===== src/rtl/mem_stage_ctrl_pkg.sv =====
// Shared types and constants for the memory-stage controller.
// Holds the FSM state enum, RV32 load/store func3 codes, the default
// access timeout and the packed payloads latched for a memory access
// and registered towards MEM/WB.
package mem_stage_pkg;

   localparam int unsigned ADDR_W = 32;
   localparam int unsigned DATA_W = 32;
   localparam int unsigned REG_W  = 5;
   localparam int unsigned F3_W   = 3;

   localparam int unsigned TIMEOUT_CYCLES_DEF = 64;

   typedef enum logic [1:0] {
      ST_IDLE      = 2'd0,
      ST_REQ       = 2'd1,
      ST_WAIT_BUSY = 2'd2,
      ST_WAIT_DONE = 2'd3
   } state_e;

   localparam logic [F3_W-1:0] FUNC3_LB  = 3'b000;
   localparam logic [F3_W-1:0] FUNC3_LH  = 3'b001;
   localparam logic [F3_W-1:0] FUNC3_LW  = 3'b010;
   localparam logic [F3_W-1:0] FUNC3_LBU = 3'b100;
   localparam logic [F3_W-1:0] FUNC3_LHU = 3'b101;
   localparam logic [F3_W-1:0] FUNC3_SB  = 3'b000;
   localparam logic [F3_W-1:0] FUNC3_SH  = 3'b001;
   localparam logic [F3_W-1:0] FUNC3_SW  = 3'b010;

   // Access captured at acceptance and replayed to the data memory.
   typedef struct packed {
      logic [ADDR_W-1:0] addr;
      logic [DATA_W-1:0] wdata;
      logic [F3_W-1:0]   func3;
      logic [REG_W-1:0]  rd;
      logic              reg_write;
      logic              is_load;
   } mem_req_t;

   // MEM/WB result register.
   typedef struct packed {
      logic              valid;
      logic              misaligned;
      logic              mem_error;
      logic              reg_write;
      logic [REG_W-1:0]  rd;
      logic [DATA_W-1:0] data;
   } mem_wb_t;

endpackage


===== src/rtl/mem_stage_ctrl_if.sv =====
// Bus bundle for the memory-stage controller.
// Upstream side: In_valid/In_ready handshake plus instruction payload.
// Memory side:   Mem_read/Mem_write pulses, address/data/func3, busywait.
// Downstream:    Stall and the MEM/WB result (Wb_*, Misaligned, Mem_error).
// modport master is the controller, modport slave is its environment.
interface mem_stage_ctrl_if;
   import mem_stage_pkg::*;

   logic              In_valid;
   logic              In_ready;
   logic              In_load;
   logic              In_store;
   logic [F3_W-1:0]   In_func3;
   logic [ADDR_W-1:0] In_address;
   logic [DATA_W-1:0] In_store_data;
   logic [REG_W-1:0]  In_rd;
   logic              In_reg_write;

   logic              Mem_read;
   logic              Mem_write;
   logic [ADDR_W-1:0] Mem_address;
   logic [DATA_W-1:0] Mem_write_data;
   logic [F3_W-1:0]   Mem_func3;
   logic [DATA_W-1:0] Mem_read_data;
   logic              Mem_busywait;

   logic              Stall;
   logic              Wb_valid;
   logic [REG_W-1:0]  Wb_rd;
   logic [DATA_W-1:0] Wb_data;
   logic              Wb_reg_write;
   logic              Misaligned;
   logic              Mem_error;

   modport master (
      input  In_valid, In_load, In_store, In_func3, In_address, In_store_data,
             In_rd, In_reg_write, Mem_read_data, Mem_busywait,
      output In_ready, Mem_read, Mem_write, Mem_address, Mem_write_data,
             Mem_func3, Stall, Wb_valid, Wb_rd, Wb_data, Wb_reg_write,
             Misaligned, Mem_error
   );

   modport slave (
      output In_valid, In_load, In_store, In_func3, In_address, In_store_data,
             In_rd, In_reg_write, Mem_read_data, Mem_busywait,
      input  In_ready, Mem_read, Mem_write, Mem_address, Mem_write_data,
             Mem_func3, Stall, Wb_valid, Wb_rd, Wb_data, Wb_reg_write,
             Misaligned, Mem_error
   );

endinterface


===== src/rtl/mem_stage_ctrl_align_check.sv =====
// Combinational alignment check for RV32 loads/stores.
// Ports: func3_i (width code), addr_lsb_i (address bits [1:0]),
//        misaligned_c_o (1 = access cannot be issued).
// Undefined width codes report misaligned so they never reach memory.
module mem_align_check
   import mem_stage_pkg::*;
(
   input  logic [F3_W-1:0] func3_i,
   input  logic [1:0]      addr_lsb_i,
   output logic            misaligned_c_o
);

   always_comb begin
      misaligned_c_o = 1'b1;
      case (func3_i)
         FUNC3_LB, FUNC3_LBU: misaligned_c_o = 1'b0;
         FUNC3_LH, FUNC3_LHU: misaligned_c_o = addr_lsb_i[0];
         FUNC3_LW:            misaligned_c_o = |addr_lsb_i;
         default:             misaligned_c_o = 1'b1;
      endcase
   end

endmodule


===== src/rtl/mem_stage_ctrl.sv =====
// Memory-stage controller between EX/MEM and the data memory.
// Ports: Clock, Reset (async, active-high), bus (mem_stage_ctrl_if.master).
// ALU ops retire in one cycle; aligned loads/stores issue a one-cycle
// Mem_read/Mem_write pulse, follow busywait high then low, and retire with
// a registered MEM/WB result. Misaligned ops and timeouts retire with a flag.
module mem_stage_ctrl
   import mem_stage_pkg::*;
#(
   parameter int unsigned TIMEOUT_CYCLES = TIMEOUT_CYCLES_DEF
) (
   input logic              Clock,
   input logic              Reset,
   mem_stage_ctrl_if.master bus
);

   localparam int unsigned    CNT_W    = (TIMEOUT_CYCLES > 1) ? $clog2(TIMEOUT_CYCLES) : 1;
   localparam logic [CNT_W-1:0] CNT_LAST = CNT_W'(TIMEOUT_CYCLES - 1);

   state_e           state_q, state_d;
   mem_req_t         req_q, req_d;
   mem_wb_t          wb_q, wb_d;
   logic [CNT_W-1:0] cnt_q, cnt_d;
   logic             mem_read_q, mem_read_d;
   logic             mem_write_q, mem_write_d;

   logic             misaligned_c;
   logic             is_mem_c;
   logic             timeout_c;

   mem_align_check u_align (
      .func3_i        (bus.In_func3),
      .addr_lsb_i     (bus.In_address[1:0]),
      .misaligned_c_o (misaligned_c)
   );

   assign is_mem_c  = bus.In_load | bus.In_store;
   assign timeout_c = (cnt_q == CNT_LAST);

   // Next-state, latch capture and MEM/WB result.
   always_comb begin
      state_d        = state_q;
      req_d          = req_q;
      cnt_d          = cnt_q;
      wb_d           = wb_q;
      wb_d.valid     = 1'b0;
      wb_d.misaligned = 1'b0;
      wb_d.mem_error = 1'b0;
      mem_read_d     = 1'b0;
      mem_write_d    = 1'b0;

      case (state_q)
         ST_IDLE: begin
            if (bus.In_valid) begin
               if (!is_mem_c) begin
                  wb_d.valid     = 1'b1;
                  wb_d.data      = bus.In_address;
                  wb_d.rd        = bus.In_rd;
                  wb_d.reg_write = bus.In_reg_write;
               end else if (misaligned_c) begin
                  wb_d.valid      = 1'b1;
                  wb_d.misaligned = 1'b1;
                  wb_d.rd         = bus.In_rd;
                  wb_d.reg_write  = 1'b0;
               end else begin
                  // Store wins when both flags are set.
                  req_d.addr      = bus.In_address;
                  req_d.wdata     = bus.In_store_data;
                  req_d.func3     = bus.In_func3;
                  req_d.rd        = bus.In_rd;
                  req_d.reg_write = bus.In_reg_write;
                  req_d.is_load   = !bus.In_store;
                  cnt_d           = '0;
                  mem_read_d      = !bus.In_store;
                  mem_write_d     = bus.In_store;
                  state_d         = ST_REQ;
               end
            end
         end
         ST_REQ: state_d = ST_WAIT_BUSY;
         ST_WAIT_BUSY, ST_WAIT_DONE: begin
            if (timeout_c) begin
               wb_d.valid     = 1'b1;
               wb_d.mem_error = 1'b1;
               wb_d.rd        = req_q.rd;
               wb_d.reg_write = 1'b0;
               state_d        = ST_IDLE;
            end else begin
               cnt_d = cnt_q + CNT_W'(1);
               if (state_q == ST_WAIT_BUSY) begin
                  if (bus.Mem_busywait) state_d = ST_WAIT_DONE;
               end else if (!bus.Mem_busywait) begin
                  wb_d.valid     = 1'b1;
                  wb_d.rd        = req_q.rd;
                  wb_d.reg_write = req_q.is_load & req_q.reg_write;
                  if (req_q.is_load) wb_d.data = bus.Mem_read_data;
                  state_d        = ST_IDLE;
               end
            end
         end
         default: state_d = ST_IDLE;
      endcase
   end

   // State and output registers.
   always_ff @(posedge Clock or posedge Reset) begin
      if (Reset) begin
         state_q     <= ST_IDLE;
         req_q       <= '0;
         wb_q        <= '0;
         cnt_q       <= '0;
         mem_read_q  <= 1'b0;
         mem_write_q <= 1'b0;
      end else begin
         state_q     <= state_d;
         req_q       <= req_d;
         wb_q        <= wb_d;
         cnt_q       <= cnt_d;
         mem_read_q  <= mem_read_d;
         mem_write_q <= mem_write_d;
      end
   end

   assign bus.In_ready       = (state_q == ST_IDLE);
   assign bus.Stall          = (state_q != ST_IDLE);
   assign bus.Mem_read       = mem_read_q;
   assign bus.Mem_write      = mem_write_q;
   assign bus.Mem_address    = req_q.addr;
   assign bus.Mem_write_data = req_q.wdata;
   assign bus.Mem_func3      = req_q.func3;
   assign bus.Wb_valid       = wb_q.valid;
   assign bus.Wb_rd          = wb_q.rd;
   assign bus.Wb_data        = wb_q.data;
   assign bus.Wb_reg_write   = wb_q.reg_write;
   assign bus.Misaligned     = wb_q.misaligned;
   assign bus.Mem_error      = wb_q.mem_error;

endmodule


===== src/flat_wrapper.sv =====
// flat-port wrapper written by rule: the top's interface ports become plain ports
module mem_stage_ctrl_flat import mem_stage_pkg::*;
#(
   parameter int unsigned TIMEOUT_CYCLES = TIMEOUT_CYCLES_DEF
)
  (Clock, Reset, bus_In_valid, bus_In_load, bus_In_store, bus_In_func3, bus_In_address, bus_In_store_data, bus_In_rd, bus_In_reg_write, bus_Mem_read_data, bus_Mem_busywait, bus_In_ready, bus_Mem_read, bus_Mem_write, bus_Mem_address, bus_Mem_write_data, bus_Mem_func3, bus_Stall, bus_Wb_valid, bus_Wb_rd, bus_Wb_data, bus_Wb_reg_write, bus_Misaligned, bus_Mem_error);
  mem_stage_ctrl_if bus_i ();
  input logic Clock;
  input logic Reset;
  input wire logic [$bits(bus_i.In_valid)-1:0] bus_In_valid;
  input wire logic [$bits(bus_i.In_load)-1:0] bus_In_load;
  input wire logic [$bits(bus_i.In_store)-1:0] bus_In_store;
  input wire logic [$bits(bus_i.In_func3)-1:0] bus_In_func3;
  input wire logic [$bits(bus_i.In_address)-1:0] bus_In_address;
  input wire logic [$bits(bus_i.In_store_data)-1:0] bus_In_store_data;
  input wire logic [$bits(bus_i.In_rd)-1:0] bus_In_rd;
  input wire logic [$bits(bus_i.In_reg_write)-1:0] bus_In_reg_write;
  input wire logic [$bits(bus_i.Mem_read_data)-1:0] bus_Mem_read_data;
  input wire logic [$bits(bus_i.Mem_busywait)-1:0] bus_Mem_busywait;
  output wire logic [$bits(bus_i.In_ready)-1:0] bus_In_ready;
  output wire logic [$bits(bus_i.Mem_read)-1:0] bus_Mem_read;
  output wire logic [$bits(bus_i.Mem_write)-1:0] bus_Mem_write;
  output wire logic [$bits(bus_i.Mem_address)-1:0] bus_Mem_address;
  output wire logic [$bits(bus_i.Mem_write_data)-1:0] bus_Mem_write_data;
  output wire logic [$bits(bus_i.Mem_func3)-1:0] bus_Mem_func3;
  output wire logic [$bits(bus_i.Stall)-1:0] bus_Stall;
  output wire logic [$bits(bus_i.Wb_valid)-1:0] bus_Wb_valid;
  output wire logic [$bits(bus_i.Wb_rd)-1:0] bus_Wb_rd;
  output wire logic [$bits(bus_i.Wb_data)-1:0] bus_Wb_data;
  output wire logic [$bits(bus_i.Wb_reg_write)-1:0] bus_Wb_reg_write;
  output wire logic [$bits(bus_i.Misaligned)-1:0] bus_Misaligned;
  output wire logic [$bits(bus_i.Mem_error)-1:0] bus_Mem_error;
  assign bus_i.In_valid = bus_In_valid;
  assign bus_i.In_load = bus_In_load;
  assign bus_i.In_store = bus_In_store;
  assign bus_i.In_func3 = bus_In_func3;
  assign bus_i.In_address = bus_In_address;
  assign bus_i.In_store_data = bus_In_store_data;
  assign bus_i.In_rd = bus_In_rd;
  assign bus_i.In_reg_write = bus_In_reg_write;
  assign bus_i.Mem_read_data = bus_Mem_read_data;
  assign bus_i.Mem_busywait = bus_Mem_busywait;
  assign bus_In_ready = bus_i.In_ready;
  assign bus_Mem_read = bus_i.Mem_read;
  assign bus_Mem_write = bus_i.Mem_write;
  assign bus_Mem_address = bus_i.Mem_address;
  assign bus_Mem_write_data = bus_i.Mem_write_data;
  assign bus_Mem_func3 = bus_i.Mem_func3;
  assign bus_Stall = bus_i.Stall;
  assign bus_Wb_valid = bus_i.Wb_valid;
  assign bus_Wb_rd = bus_i.Wb_rd;
  assign bus_Wb_data = bus_i.Wb_data;
  assign bus_Wb_reg_write = bus_i.Wb_reg_write;
  assign bus_Misaligned = bus_i.Misaligned;
  assign bus_Mem_error = bus_i.Mem_error;
  mem_stage_ctrl #(.TIMEOUT_CYCLES(TIMEOUT_CYCLES)) u_core (.Clock(Clock), .Reset(Reset), .bus(bus_i));
endmodule

===== config.mk =====
export PLATFORM = sky130hd
export DESIGN_NAME = mem_stage_ctrl_flat
export DESIGN_NICKNAME = d
export VERILOG_FILES = /design/src/rtl/mem_stage_ctrl_pkg.sv /design/src/rtl/mem_stage_ctrl_if.sv /design/src/rtl/mem_stage_ctrl_align_check.sv /design/src/rtl/mem_stage_ctrl.sv /design/src/flat_wrapper.sv
export SDC_FILE = /design/constraint.sdc
export NUM_CORES = 1
export LEC_CHECK = 0
export BUFFER_PORTS_ARGS = -buffer_cell sky130_fd_sc_hd__buf_4
export CAP_MARGIN = 20
export CORE_ASPECT_RATIO = 0.5
export CORE_MARGIN = 2
export CORE_UTILIZATION = 49
export DETAILED_ROUTE_END_ITERATION = 10
export GPL_TIMING_DRIVEN = 0
export PLACE_DENSITY_LB_ADDON = 0.1
export SYNTH_ARGS = -nofsm -noshare
export SYNTH_HDL_FRONTEND = slang
export SYNTH_SLANG_ARGS = --single-unit

===== constraint.sdc =====
create_clock -name Clock -period 4.1 [get_ports Clock]
set_clock_uncertainty 0.15 [all_clocks]
set_input_delay 0 -clock Clock [delete_from_list [all_inputs] [get_ports Clock]]
set_output_delay 0 -clock Clock [all_outputs]
set_load 0.03 [all_outputs]

# Word level (Yosys, flattened, before mapping)
# Index checks and enable logic that the tools add are counted.
[op_classes]
addsub = 1
n_mul = 0
div_mod_pow = 0
n_lt_le_gt_ge = 0
n_eq_ne = 21
shifts = 0
n_mux = 43
bitwise_logic = 3
n_reduce_logical = 14
[ops]
columns = ["operator", "count"]
rows = [
  ["2-to-1 mux 38 bit", 3],
  ["2-to-1 mux 32 bit", 3],
  ["one-hot mux 38 bit (2 select lines)", 1],
  ["2-to-1 mux 6 bit", 7],
  ["2-to-1 mux 2 bit", 9],
  ["2-to-1 mux 1 bit", 16],
  ["AND reduction 5 bit", 3],
  ["inequality test 2 bit (second input constant)", 6],
  ["one-hot mux 6 bit (2 select lines)", 1],
  ["inequality test 3 x 2 -> 1 bit (second input constant)", 3],
  ["OR reduction 2 bit", 4],
  ["AND reduction 7 bit", 1],
  ["adder 6 x 1 -> 6 bit (second input constant)", 1],
  ["== test 3 bit (second input constant)", 2],
  ["== test 6 bit (second input constant)", 1],
  ["one-hot mux 2 bit (3 select lines)", 1],
  ["== test 2 bit (second input constant)", 2],
  ["inequality test 2 x 1 -> 1 bit (second input constant)", 2],
  ["inequality test 4 x 2 -> 1 bit (second input constant)", 1],
  ["inequality test 4 x 3 -> 1 bit (second input constant)", 1],
  ["AND reduction 4 bit", 1],
  ["nonzero test 2 bit", 2],
  ["== test 3 x 1 -> 1 bit (second input constant)", 1],
  ["== test 3 x 2 -> 1 bit (second input constant)", 1],
  ["other kinds (9)", 9],
]
[word_totals]
ff_bits = 125
latchBits = 0
ram_bits = 0
romBits = 0
in_bits = 111
output_inout_bits = 112
elab_cells = 98
n_memories = 0

# Logic depth before layout (Yosys ltp)
[logic_depth]
ltp_word = 7
ltp_mapped = 6
depth_no_buf = 5

# Modules after synthesis
# Synthesis repeated with hierarchy kept, for this count alone.
[unflattened]
cells_unflattened = 569
hier_area_um2 = 5766.8
[by_module_without_submodules]
columns = ["mod", "instances", "cells_each", "area_per_inst_um2", "seq_area_each_um2"]
rows = [
  ["mem_stage_ctrl", 1, 566, 5751.8, 3128.0],
  ["mem_align_check", 1, 3, 15.0, 0.0],
]

# Worst setup path before layout
# OpenSTA, ideal clock, no wires.
[synth_path]
path_type = "reg2reg"
startpoint = "reg u_core.cnt_q[0]"
endpoint = "reg u_core.wb_q, in the netlist u_core.bus.Wb_data[10]"
setup_time_ns = 0.125
arrival_time_ns = 1.693
t_required_ns = 3.825
slack_ns = 2.133
path_stages_with_launch = 7
n_path_buf = 1
period_less_slack_ns = 1.967
path_cell_list = "dfrtp_1 > ha_1 > nand3_2 > o21ai_2 > o21ai_1 > buf_2 > mux2_2"
[synth_between]
elab_chain_cells = 3
[synth_lines]
columns = ["element", "line", "text"]
rows = [
  ["start: declaration", "mem_stage_ctrl.sv:22", "logic [CNT_W-1:0] cnt_q, cnt_d;"],
  ["start signal: assignment", "mem_stage_ctrl.sv:117", "cnt_q <= cnt_d;"],
  ["== test 6 bit", "mem_stage_ctrl.sv:37", "assign timeout_c = (cnt_q == CNT_LAST);"],
  ["inequality test 2 bit (no line)", "-", ""],
  ["AND reduction 7 bit (no line)", "-", ""],
  ["end signal: assignment", "mem_stage_ctrl.sv:116", "wb_q <= wb_d;"],
  ["end: declaration", "mem_stage_ctrl.sv:21", "mem_wb_t wb_q, wb_d;"],
]
# No other way between the ends.
# A chain may end at the register's enable or synchronous reset.

# Worst setup path after layout
[layout_path]
startpoint = "reg u_core.cnt_q[0]"
endpoint = "reg u_core.wb_q, in the netlist u_core.bus.Wb_data[1]"
# Same word-level chain as after synthesis.

==> results_dict.tcl <==
set metrics [dict create \
    power_density_mw_per_mm2 802 \
    syn_to_final_growth_pct 63.1 \
    dp.cells 792 \
    synth_fp_nets 522 \
    start_util_pct 51.1 \
    ioPinCount 223 \
    yosysMostFrequentCell "dfrtp_1" \
    netSwitchingFraction_pct 38.4 \
    ys.flop_type "dfrtp_1" \
    reg2reg_from "u_core.cnt_q[0]$_DFFE_PP0P_" \
    antenna_found_initial 0 \
    seq_power_share_pct 29.4 \
    slew-limit-headroom_pct 52.3 \
    path_clk_slew_ns 0.05 \
    die-area_mm2 0.0126 \
    intPower_w 0.00460 \
    portBuffers 222 \
    routed_via_density 4.79 \
    cts-root-buf "clkbuf_16" \
    drc 0 \
    asyncSetResetFlopFracSynth_pct 100 \
    finalSetupViolations 0 \
    syn_area_mm2 0.00571 \
    cp-start-kind "flop" \
    grt_max_degree 97 \
    synthTopCellsByCount "125 x dfrtp_1, 80 x mux2_1, 68 x mux2_2, 67 x buf_4, 13 x buf_2" \
    tns_ns 0 \
    pre_cts_ws_ns 1.64 \
    synth.avg_cell_area_um2 13.9 \
    critical_path_arrival_ns 2.59 \
    dp_hpwl_mm 9.75 \
    finalWirelength_mm 16.0 \
    hold_violations 0 \
    cp_max_fo 10 \
    syn-instance-count 410 \
    drive_gt1_share_pct 52.6 \
    whs_endpoint "u_core.bus.Mem_func3[1]$_DFFE_PP0P_" \
    whs_ns 0.111 \
    ir_worst_vdd_mv 0.483 \
    switchingPower_w 0.00287 \
    stdcell_count 935 \
    r2r-end "u_core.bus.Wb_data[1]$_DFFE_PP0P_" \
    drt_iter0_drc 224 \
    worstSetupEndpointType "flop" \
    maxCapViolCount 0 \
    routedWlPerCell_um 17.1 \
    yosys.area.top_type "dfrtp_1" \
    fin_crit_sh_pct 59.7 \
    fin_ws_ns 1.65 \
    power.share.combinational_pct 50.3 \
    synth_top_area_share_pct 54.8 \
    track_usage_pct 26.2 \
    min_path_cells 3 \
    cts_resized 0 \
    cts_tree "built" \
    ant_nets 0 \
    num_vias 4479 \
    cp.required_ns 4.24 \
    layout.nets 875 \
    die_w_um 157 \
    gr-total-overflow 0 \
    stdcell_area_mm2 0.00931 \
    rsz0062_at_grt "no" \
    pwr-share-clk_pct 20.4 \
    synth.distinct_cells 33 \
    ys_ff_latch 125 \
    synthTopCellsByArea "dfrtp_1 55%, mux2_1 16%, mux2_2 13%" \
    clockBufferDepth 2 \
    insertion_delay_ns 0.40 \
    htree_levels 4 \
    yosysWarnings 0 \
    grt_pass1_wl_mm 24.8 \
    hp-class "in -> reg" \
    globalplace.congestion 0.774 \
    reg2reg_slack_ns 1.65 \
    fp.coreArea_mm2 0.0112 \
    path_class "reg -> reg" \
    p_leak_nw 4.53 \
    fp.dieH_um 80.3 \
    synth_edf_count 0 \
    tightestPinTransition_ns 0.716 \
    ys_seq_area_share_pct 54.8 \
    outcome "finished clean" \
    numCtsBuffers 17 \
    rr_worst_depth 6 \
    finalMaxSlewViolations 0 \
    clock_sinks 125 \
    holdCritStartpoint "bus_In_load" \
    first_global_vias 4804 \
    placed_area_mm2 0.00761 \
    max_freq_mhz 408 \
    period_minus_slack_ns 2.45 \
    rows 27 \
    first_pass_iters 4 \
    num_antenna_cells 0 \
]
-- what timing repair did --
| action | in CTS | in global routing |
|---|---|---|
| hold endpoints to repair | 245 | 0 |
| buffers inserted | 0 | 0 |
| hold buffers | 111 | 0 |
-- power groups by stage --
| stage | Sequential, W | Clock [W] | Combinational, W |
|---|---|---|---|
| global route | 0.00227 | 0.00160 | 0.00395 |
| detailed placement | 0.00218 | 0 | 0.00364 |
| finish | 0.00219 | 0.00152 | 0.00375 |
| global placement | 0.00214 | 0 | 0.00358 |
| CTS | 0.00217 | 0.00154 | 0.00374 |
| floorplan | 0.00250 | 0 | 0.00209 |
-- cell families (layout without fill, tap and decap cells) --
kind of cell / Yosys count / in the layout / synth area share, %
DFF: 125 / 125 / 54.8
buffers and inverters: 88 / 454 / 10.5
and+or+nand+nor: 28 / 28 / 2.74
muxes: 148 / 148 / 29.2
AOI/OAI and AO/OA: 19 / 19 / 2.43
xor gates and xnor gates: 1 / 1 / 0.153
adders and majority gates: 1 / 1 / 0.219
-- registers in the layout (all words and copies together) (netlist names) --
register	flops
u_core.bus.Mem_read	1
u_core.bus.Mem_func3	3
u_core.state_q	2
u_core.bus.Mem_write_data	32
u_core.bus.Wb_valid	1
u_core.cnt_q	6
u_core.bus.Wb_reg_write	1
u_core.bus.Wb_rd	5
u_core.req_q	7
u_core.bus.Wb_data	32
u_core.bus.Misaligned	1
u_core.bus.Mem_error	1
u_core.bus.Mem_address	32
u_core.bus.Mem_write	1
-- worst max-delay path by stage --
| stage | startpoint | to | cells past startpoint |
|---|---|---|---|
| 5_1_grt | u_core.cnt_q[0]$_DFFE_PP0P_ | u_core.bus.Wb_data[10]$_DFFE_PP0P_ | 6 |
| 6_report | u_core.cnt_q[0]$_DFFE_PP0P_ | u_core.bus.Wb_data[1]$_DFFE_PP0P_ | 6 |
| 2_1_floorplan | Reset | u_core.bus.Mem_address[0]$_DFFE_PP0P_ | 1 |
| 3_3_place_gp | Reset | u_core.bus.Mem_write_data[0]$_DFFE_PP0P_ | 2 |
| 3_5_place_dp | u_core.cnt_q[0]$_DFFE_PP0P_ | u_core.bus.Wb_data[10]$_DFFE_PP0P_ | 6 |
| 4_1_cts | u_core.cnt_q[0]$_DFFE_PP0P_ | u_core.bus.Wb_data[10]$_DFFE_PP0P_ | 6 |
-- cell type report --
type / count / area, um^2
tap: 159 / 199
sequential: 125 / 3130
fill: 616 / 1870
timing repair buffer: 334 / 2810
clock buffer: 21 / 450
multi-input combinational: 197 / 1980
inverter: 5 / 23.8
buffer: 83 / 579
clock inverter: 11 / 143
-- metal layers --
layer | vias to the layer above | wire length, um | track usage [%] | part of all wire, %
met5 | - | 0 | 0 | 0
met4 | 0 | 161 | 7.43 | 1.0
met3 | 16 | 1020 | 8.80 | 6.3
met2 | 143 | 8160 | 47.3 | 51
met1 | 2236 | 6680 | 30.0 | 42
li1 | 2084 | - | - | -
-- cells in the final DEF, fill, tap and decap left out, drive strengths merged --
cell type,netlist,routed
a21o,1,1
a21oi,3,3
a22oi,1,1
a31o,1,1
and3,3,3
buf,80,303
bufinv,0,3
clkbuf,3,24
clkinv,0,6
clkinvlp,0,2
dfrtp,125,125
dlygate4sd3,0,111
ha,1,1
inv,5,5
mux2,148,148
nand2,7,7
nand2b,1,1
nand3,7,7
nand4,1,1
nor2,3,3
nor2b,1,1
nor3,2,2
nor3b,1,1
nor4,1,1
o211ai,2,2
o21ai,6,6
o21bai,2,2
o221ai,1,1
o22ai,1,1
o311a,1,1
or2,1,1
xor2,1,1
-- worst max-delay path, stage by stage, from the launching register on --
cell     delay [ns]
dfrtp_1        0.42
ha_1           0.24
nand3_2        0.15
o21ai_2        0.13
o21ai_1        0.47
buf_2          0.38
mux2_2         0.38
-- per-stage QoR --
step / util, % / power, W
3_3_place_gp: 67.7 / 0.00572
2_1_floorplan: - / 0.00459
6_report: 83.3 / 0.00747
4_1_cts: 83.3 / 0.00744
5_1_grt: 83.3 / 0.00782
3_5_place_dp: 68.0 / 0.00582
Note: power is estimated with default switching activity, not from simulation.
